===== src/rtl/axi_stream_extract_header.sv =====
// rtl/axi_stream_extract_header.sv - split a leading H-byte header off an AXI-Stream packet
// Header goes out LSB-aligned on its own channel; payload is re-packed MSB-aligned.

module axi_stream_extract_header #(
  parameter int DATA_WD      = 32,
  parameter int DATA_BYTE_WD = DATA_WD / 8,
  parameter int BYTE_CNT_WD  = $clog2(DATA_BYTE_WD)
) (
  input  logic                    clk,
  input  logic                    rst_n,
  input  logic                    valid_in,
  input  logic [DATA_WD-1:0]      data_in,
  input  logic [DATA_BYTE_WD-1:0] keep_in,
  input  logic                    last_in,
  output logic                    ready_in,
  input  logic [BYTE_CNT_WD-1:0]  byte_extract_cnt,
  output logic                    valid_out,
  output logic [DATA_WD-1:0]      data_out,
  output logic [DATA_BYTE_WD-1:0] keep_out,
  output logic                    last_out,
  input  logic                    ready_out,
  output logic                    valid_hdr,
  output logic [DATA_WD-1:0]      data_hdr,
  output logic [DATA_BYTE_WD-1:0] keep_hdr,
  input  logic                    ready_hdr,
  output logic                    err_short
);

  localparam int W = DATA_BYTE_WD;
  localparam logic [W-1:0] ONES = '1;

  typedef enum logic [1:0] {
    S_HDR   = 2'd0,
    S_BODY  = 2'd1,
    S_FLUSH = 2'd2
  } state_t;

  state_t                 state;
  logic                   run;
  logic [DATA_WD-1:0]     residue;
  logic [BYTE_CNT_WD:0]   res_bytes;
  logic [W-1:0]           flush_keep;

  logic [DATA_WD-1:0]     data_m;
  logic                   out_free;
  logic                   hdr_free;
  logic                   accept;
  int                     h;
  int                     k;
  int                     r;

  // Bytes beyond keep are zeroed so every shifted result is already padded.
  always_comb begin
    data_m = '0;
    for (int i = 0; i < W; i++) begin
      data_m[8*i +: 8] = data_in[8*i +: 8] & {8{keep_in[i]}};
    end
  end

  always_comb begin
    h = int'(byte_extract_cnt) + 1;
    k = $countones(keep_in);
    r = int'(res_bytes);
  end

  assign out_free = !valid_out || ready_out;
  assign hdr_free = !valid_hdr || ready_hdr;
  assign accept   = valid_in && ready_in;

  // run keeps ready_in low while reset is asserted and for the first edge after.
  always_comb begin
    ready_in = 1'b0;
    case (state)
      S_HDR:   ready_in = run && hdr_free && out_free;
      S_BODY:  ready_in = run && out_free;
      default: ready_in = 1'b0;
    endcase
  end

  always_ff @(posedge clk or negedge rst_n) begin
    if (!rst_n) begin
      state      <= S_HDR;
      run        <= 1'b0;
      residue    <= '0;
      res_bytes  <= '0;
      flush_keep <= '0;
      valid_out  <= 1'b0;
      data_out   <= '0;
      keep_out   <= '0;
      last_out   <= 1'b0;
      valid_hdr  <= 1'b0;
      data_hdr   <= '0;
      keep_hdr   <= '0;
      err_short  <= 1'b0;
    end else begin
      run       <= 1'b1;
      err_short <= 1'b0;
      if (valid_out && ready_out) valid_out <= 1'b0;
      if (valid_hdr && ready_hdr) valid_hdr <= 1'b0;

      case (state)
        S_HDR: begin
          if (accept) begin
            residue   <= data_m;
            res_bytes <= (BYTE_CNT_WD+1)'(W - h);
            valid_hdr <= 1'b1;
            if (last_in && k < h) begin
              data_hdr  <= data_m >> (8 * (W - k));
              keep_hdr  <= ONES >> (W - k);
              err_short <= 1'b1;
            end else begin
              data_hdr <= data_m >> (8 * (W - h));
              keep_hdr <= ONES >> (W - h);
            end
            if (!last_in) begin
              state <= S_BODY;
            end else if (k > h) begin
              valid_out <= 1'b1;
              data_out  <= data_m << (8 * h);
              keep_out  <= ~(ONES >> (k - h));
              last_out  <= 1'b1;
            end
          end
        end

        S_BODY: begin
          if (accept) begin
            valid_out <= 1'b1;
            residue   <= data_m;
            if (r == 0) begin
              data_out <= data_m;
              keep_out <= keep_in;
              last_out <= last_in;
              if (last_in) state <= S_HDR;
            end else if (!last_in) begin
              data_out <= (residue << (8 * (W - r))) | (data_m >> (8 * r));
              keep_out <= ONES;
              last_out <= 1'b0;
            end else if (r + k <= W) begin
              data_out <= (residue << (8 * (W - r))) | (data_m >> (8 * r));
              keep_out <= ~(ONES >> (r + k));
              last_out <= 1'b1;
              state    <= S_HDR;
            end else begin
              // Residue plus last beat overflows one beat: finish in S_FLUSH.
              data_out   <= (residue << (8 * (W - r))) | (data_m >> (8 * r));
              keep_out   <= ONES;
              last_out   <= 1'b0;
              flush_keep <= ~(ONES >> (r + k - W));
              state      <= S_FLUSH;
            end
          end
        end

        S_FLUSH: begin
          if (out_free) begin
            valid_out <= 1'b1;
            data_out  <= residue << (8 * (W - r));
            keep_out  <= flush_keep;
            last_out  <= 1'b1;
            state     <= S_HDR;
          end
        end

        default: state <= S_HDR;
      endcase
    end
  end

endmodule


===== config.mk =====
export PLATFORM = sky130hd
export DESIGN_NAME = axi_stream_extract_header
export DESIGN_NICKNAME = d
export VERILOG_FILES = /design/src/rtl/axi_stream_extract_header.sv
export SDC_FILE = /design/constraint.sdc
export NUM_CORES = 1
export LEC_CHECK = 0
export BUFFER_PORTS_ARGS = -buffer_cell sky130_fd_sc_hd__buf_2
export CAP_MARGIN = 20
export CORE_MARGIN = 8
export CORE_UTILIZATION = 40
export DETAILED_ROUTE_END_ITERATION = 6
export HOLD_SLACK_MARGIN = 0.02
export PLACE_DENSITY_LB_ADDON = 0.15
export SLEW_MARGIN = 20
export SYNTH_ARGS = -nofsm -noshare
export SYNTH_HDL_FRONTEND = slang
export SYNTH_SLANG_ARGS = --single-unit

===== constraint.sdc =====
create_clock -name clk -period 2.9 [get_ports clk]
set_input_delay 0.58 -clock clk [delete_from_list [all_inputs] [get_ports clk]]
set_output_delay 0.58 -clock clk [all_outputs]
set_load 0.05 [all_outputs]

==> run_summary.xml <==
<?xml version="1.0" encoding="UTF-8"?>
<metrics>
  <group name="clocking">
    <metric name="cts.hold.buffers_added" unit="">0</metric>
    <metric name="clock-sinks" unit="">117</metric>
    <metric name="clock_pin_slew_worst_setup_and_hold_paths" unit="ns">0.06</metric>
    <metric name="clock_tree_from_tritoncts" unit="">done</metric>
    <metric name="clock_tree.root_cell" unit="">clkbuf_16</metric>
    <metric name="maximum_root_to_sink_buffer_count" unit="">2</metric>
    <metric name="numCtsBuffers" unit="">17</metric>
    <metric name="clock_latency" unit="ns">0.43</metric>
    <metric name="clock_tree.htree_level_count" unit="">4</metric>
  </group>
  <group name="place">
    <metric name="rd_place_congestion" unit="">0.962</metric>
    <metric name="port_buffers" unit="">120</metric>
    <metric name="dpl_wire_length" unit="mm">23.7</metric>
  </group>
  <group name="detailed_routing">
    <metric name="routed_wirelength" unit="mm">33.9</metric>
    <metric name="drt_drc_violations_left" unit="">0</metric>
    <metric name="route.vias.total" unit="">8682</metric>
    <metric name="wire_per_inst" unit="um">24.1</metric>
    <metric name="routed_via_density" unit="">6.17</metric>
    <metric name="dr.first_iter.drc_count" unit="">960</metric>
    <metric name="detailedRoute.firstPassIterationCount" unit="">7</metric>
    <metric name="drt.antenna.violating_nets" unit="">0</metric>
  </group>
  <group name="cells_and_area">
    <metric name="final_core_util" unit="">0.554</metric>
    <metric name="design.final.nets" unit="">1187</metric>
    <metric name="area_growth" unit="%">36.4</metric>
    <metric name="diodes" unit="">0</metric>
    <metric name="n_fill_cell" unit="">1836</metric>
    <metric name="drive_above_1_share" unit="">0.347</metric>
  </group>
  <group name="setup_path">
    <metric name="critical_path.reg2reg.endpoint" unit="">data_out[27]$_DFFE_PN0P_</metric>
    <metric name="reg2reg_from" unit="">res_bytes[1]$_DFFE_PN0P_</metric>
    <metric name="cp-end-kind" unit="">flop</metric>
    <metric name="crit_path_start_kind" unit="">input pin</metric>
    <metric name="worst-setup-path-type" unit="">input pin to flop</metric>
    <metric name="timing.reg2reg.worst_path_depth" unit="">6</metric>
    <metric name="cp.arrival" unit="ns">3.47</metric>
    <metric name="crit_path_max_fanout" unit="">6</metric>
    <metric name="cp.required" unit="ns">3.26</metric>
    <metric name="timing.reg2reg.setup_slack" unit="ns">0.13</metric>
  </group>
  <group name="logic_synthesis">
    <metric name="synth.distinct_cells" unit="">76</metric>
    <metric name="synth-seq-area-share" unit="">0.359</metric>
    <metric name="synth.ff_latch_count" unit="">117</metric>
    <metric name="number_of_flops_mapped_to_enable_cells_by_yosys" unit="">0</metric>
    <metric name="synth_area_leader_cell" unit="">dfrtp_1</metric>
    <metric name="synthArstFlopShare" unit="">1.00</metric>
    <metric name="ys.flop_type" unit="">dfrtp_1</metric>
    <metric name="ys_top_cells_by_count" unit="">dfrtp_1, nand2_1, o21ai_0</metric>
    <metric name="syn_nets" unit="">1000</metric>
    <metric name="post_synth.cell_area_avg" unit="sq um">8.71</metric>
    <metric name="netlist.area_leader.share" unit="">0.359</metric>
    <metric name="netlist_area" unit="sq um">8160</metric>
    <metric name="synth_area_leaders" unit="">dfrtp_1, o21ai_0, nand2_1</metric>
    <metric name="ys.warnings.count" unit="">0</metric>
    <metric name="mapped_cells" unit="">937</metric>
  </group>
  <group name="run_status">
    <metric name="failed_checks" unit="">setup timing</metric>
    <metric name="result_of_the_run" unit="">complete, but fails checks</metric>
  </group>
  <group name="job">
    <metric name="cap_viol_max_count" unit="">0</metric>
  </group>
  <group name="floorplan">
    <metric name="dieWidth" unit="um">159</metric>
    <metric name="num_io_pins" unit="">121</metric>
    <metric name="fp.dieH" unit="um">159</metric>
    <metric name="num_rows" unit="">52</metric>
    <metric name="die_area" unit="sq um">25200</metric>
    <metric name="floorplan.initialDensity" unit="">0.406</metric>
    <metric name="core_area" unit="sq um">20100</metric>
  </group>
  <group name="global_routing">
    <metric name="total_grt_overflow" unit="">0</metric>
    <metric name="grt_first_pass_wirelength" unit="mm">51.9</metric>
    <metric name="first_global_vias" unit="">8441</metric>
    <metric name="antenna_violations_before_repair" unit="">0</metric>
    <metric name="global_route.usage.total" unit="">0.261</metric>
    <metric name="maximum_number_of_pins_on_one_net_before_global_route_repair" unit="">66</metric>
  </group>
  <group name="power">
    <metric name="power.leakage" unit="nW">5.03</metric>
    <metric name="vdd_drop_max" unit="mV">0.591</metric>
    <metric name="power.density_cell_area" unit="nW/um^2">1090</metric>
  </group>
  <group name="timing">
    <metric name="clock-skew-final" unit="ns">0.0123</metric>
    <metric name="worst_pin_slew" unit="ns">0.721</metric>
    <metric name="max_slew_margin" unit="">0.519</metric>
    <metric name="max_clock_freq" unit="MHz">321</metric>
    <metric name="post_route_clock_period_utilization" unit="">1.07</metric>
    <metric name="report.final.slew_viol_count" unit="">0</metric>
    <metric name="min_period" unit="ns">3.12</metric>
    <metric name="final.setup.worst_slack" unit="ns">-0.217</metric>
    <metric name="timing.final.setup_violations" unit="">72</metric>
    <metric name="grt_setup_unrepaired" unit="">true</metric>
    <metric name="timing_hold_violations_final" unit="">0</metric>
    <metric name="finalSetupTns" unit="ns">-9.18</metric>
  </group>
  <group name="worst_hold_path">
    <metric name="type_of_the_tightest_min_delay_check" unit="">input pin to asynchronous set/reset pin</metric>
  </group>
</metrics>
## power breakdown
group | total (mW) | leakage [nW] | internal, mW | switching (mW)
Combinational | 6.87 | 3.17 | 2.47 | 4.40
Clock | 2.57 | 0.332 | 1.71 | 0.862
Sequential | 2.65 | 1.53 | 2.22 | 0.432
## through the flow
stage	total power [mW]	worst slack (ns)	area [sq um]	instances	hold WS, ns
2_1_floorplan	7.01	-0.533	8410	937	0.284
5_1_grt	12.6	-0.271	11100	1407	0.146
4_1_cts	11.9	-0.184	10900	1400	0.126
3_5_place_dp	9.09	-0.775	9910	1355	0.455
3_3_place_gp	9.03	-0.737	9910	1355	0.447
6_report	12.1	-0.217	11100	1407	0.117
## worst max-delay path: stages
cell and delay [ns]:
buf_8 0.10, fa_2 0.49, ha_4 0.19, ha_4 0.29
inv_4 0.04, fa_2 0.35, inv_2 0.07, ha_4 0.14
and2b_4 0.23, and3_4 0.17, nor2_4 0.19, mux4_2 0.51
o21ai_1 0.12
## worst max-delay path by stage
stage | startpoint | cells after the start | slack [ns] | to
after global routing | keep_in[1] | 13 | -0.27 | data_hdr[7]$_DFFE_PN0P_
after detailed placement | keep_in[3] | 13 | -0.77 | data_hdr[3]$_DFFE_PN0P_
after global placement | keep_in[3] | 13 | -0.74 | data_hdr[0]$_DFFE_PN0P_
final | keep_in[1] | 13 | -0.22 | data_hdr[7]$_DFFE_PN0P_
after CTS | keep_in[0] | 13 | -0.18 | data_hdr[7]$_DFFE_PN0P_
after floorplan | keep_in[3] | 12 | -0.53 | keep_out[2]$_DFFE_PN0P_
## repair_timing
action	in CTS	in global routing
setup endpoints to repair	77	78
pin swaps	32	35
setup buffers	12	5
resized for setup	50	27
cloned	2	3
## layer usage
layer  wire [um]  GRT usage  vias to the layer above
met1       14600      0.357                     4156
li1            -          -                     3907
met4        1250      0.103                        0
met3        3170     0.0595                      101
met5           0          0                        -
met2       14900      0.394                      518
## kinds of logic after synthesis
kind of cell             after synthesis  share of synthesized area
multiplexers                          70                      0.107
buffers and inverters                 96                     0.0512
AND/OR/NAND/NOR                      293                      0.173
adder cells (fa/ha/maj)               19                     0.0319
AO/OA/AOI/OAI                        338                      0.275
flip-flops                           117                      0.359
other                                  1                   0.000459
XOR/XNOR                               3                    0.00322
## cell usage in the layout, fill, tap and decap left out, types with 6 or more instances in the layout
cell type	netlist	layout
nand2b_1	17	16
inv_1	21	17
mux2i_1	31	31
buf_4	3	91
a221o_1	12	12
buf_12	0	13
a32o_1	8	8
o21ai_0	99	84
bufinv_16	0	7
o2bb2ai_1	8	8
a21oi_1	64	54
ha_4	0	6
o221ai_1	14	14
a31oi_1	16	15
o21ai_2	1	9
mux2_2	11	11
o22ai_1	17	17
a22o_1	8	8
or3_4	0	6
nor2_1	31	29
ha_1	16	10
nor3_1	21	17
o31ai_1	8	8
a21o_1	10	10
nand3b_1	7	7
o21ai_1	2	8
and2_1	10	10
dfrtp_1	117	116
o211ai_1	23	23
mux2_4	26	26
or3_1	14	8
a21oi_4	0	6
clkbuf_16	0	19
buf_2	19	117
a22oi_1	9	9
buf_6	3	14
nand2_1	117	114
nand3_1	46	42
## flip-flops by register name, summed over array words and instances, names as in the netlist, 2 cells and up
name	flops
data_hdr	32
data_out	32
residue	32
flush_keep	4
keep_hdr	4
keep_out	4
res_bytes	2
state	2
## area by class of cell
type                    instances  area, sq um  area share
clock buffers                  18          429      0.0385
clock inverters                14          269      0.0242
well taps                     270          338      0.0303
inverters                      23         91.3     0.00820
flip-flops and latches        117         2930       0.263
repair buffers                239         1780       0.160
multi-input cells             726         5300       0.476
(Power assumes the default switching activity.)
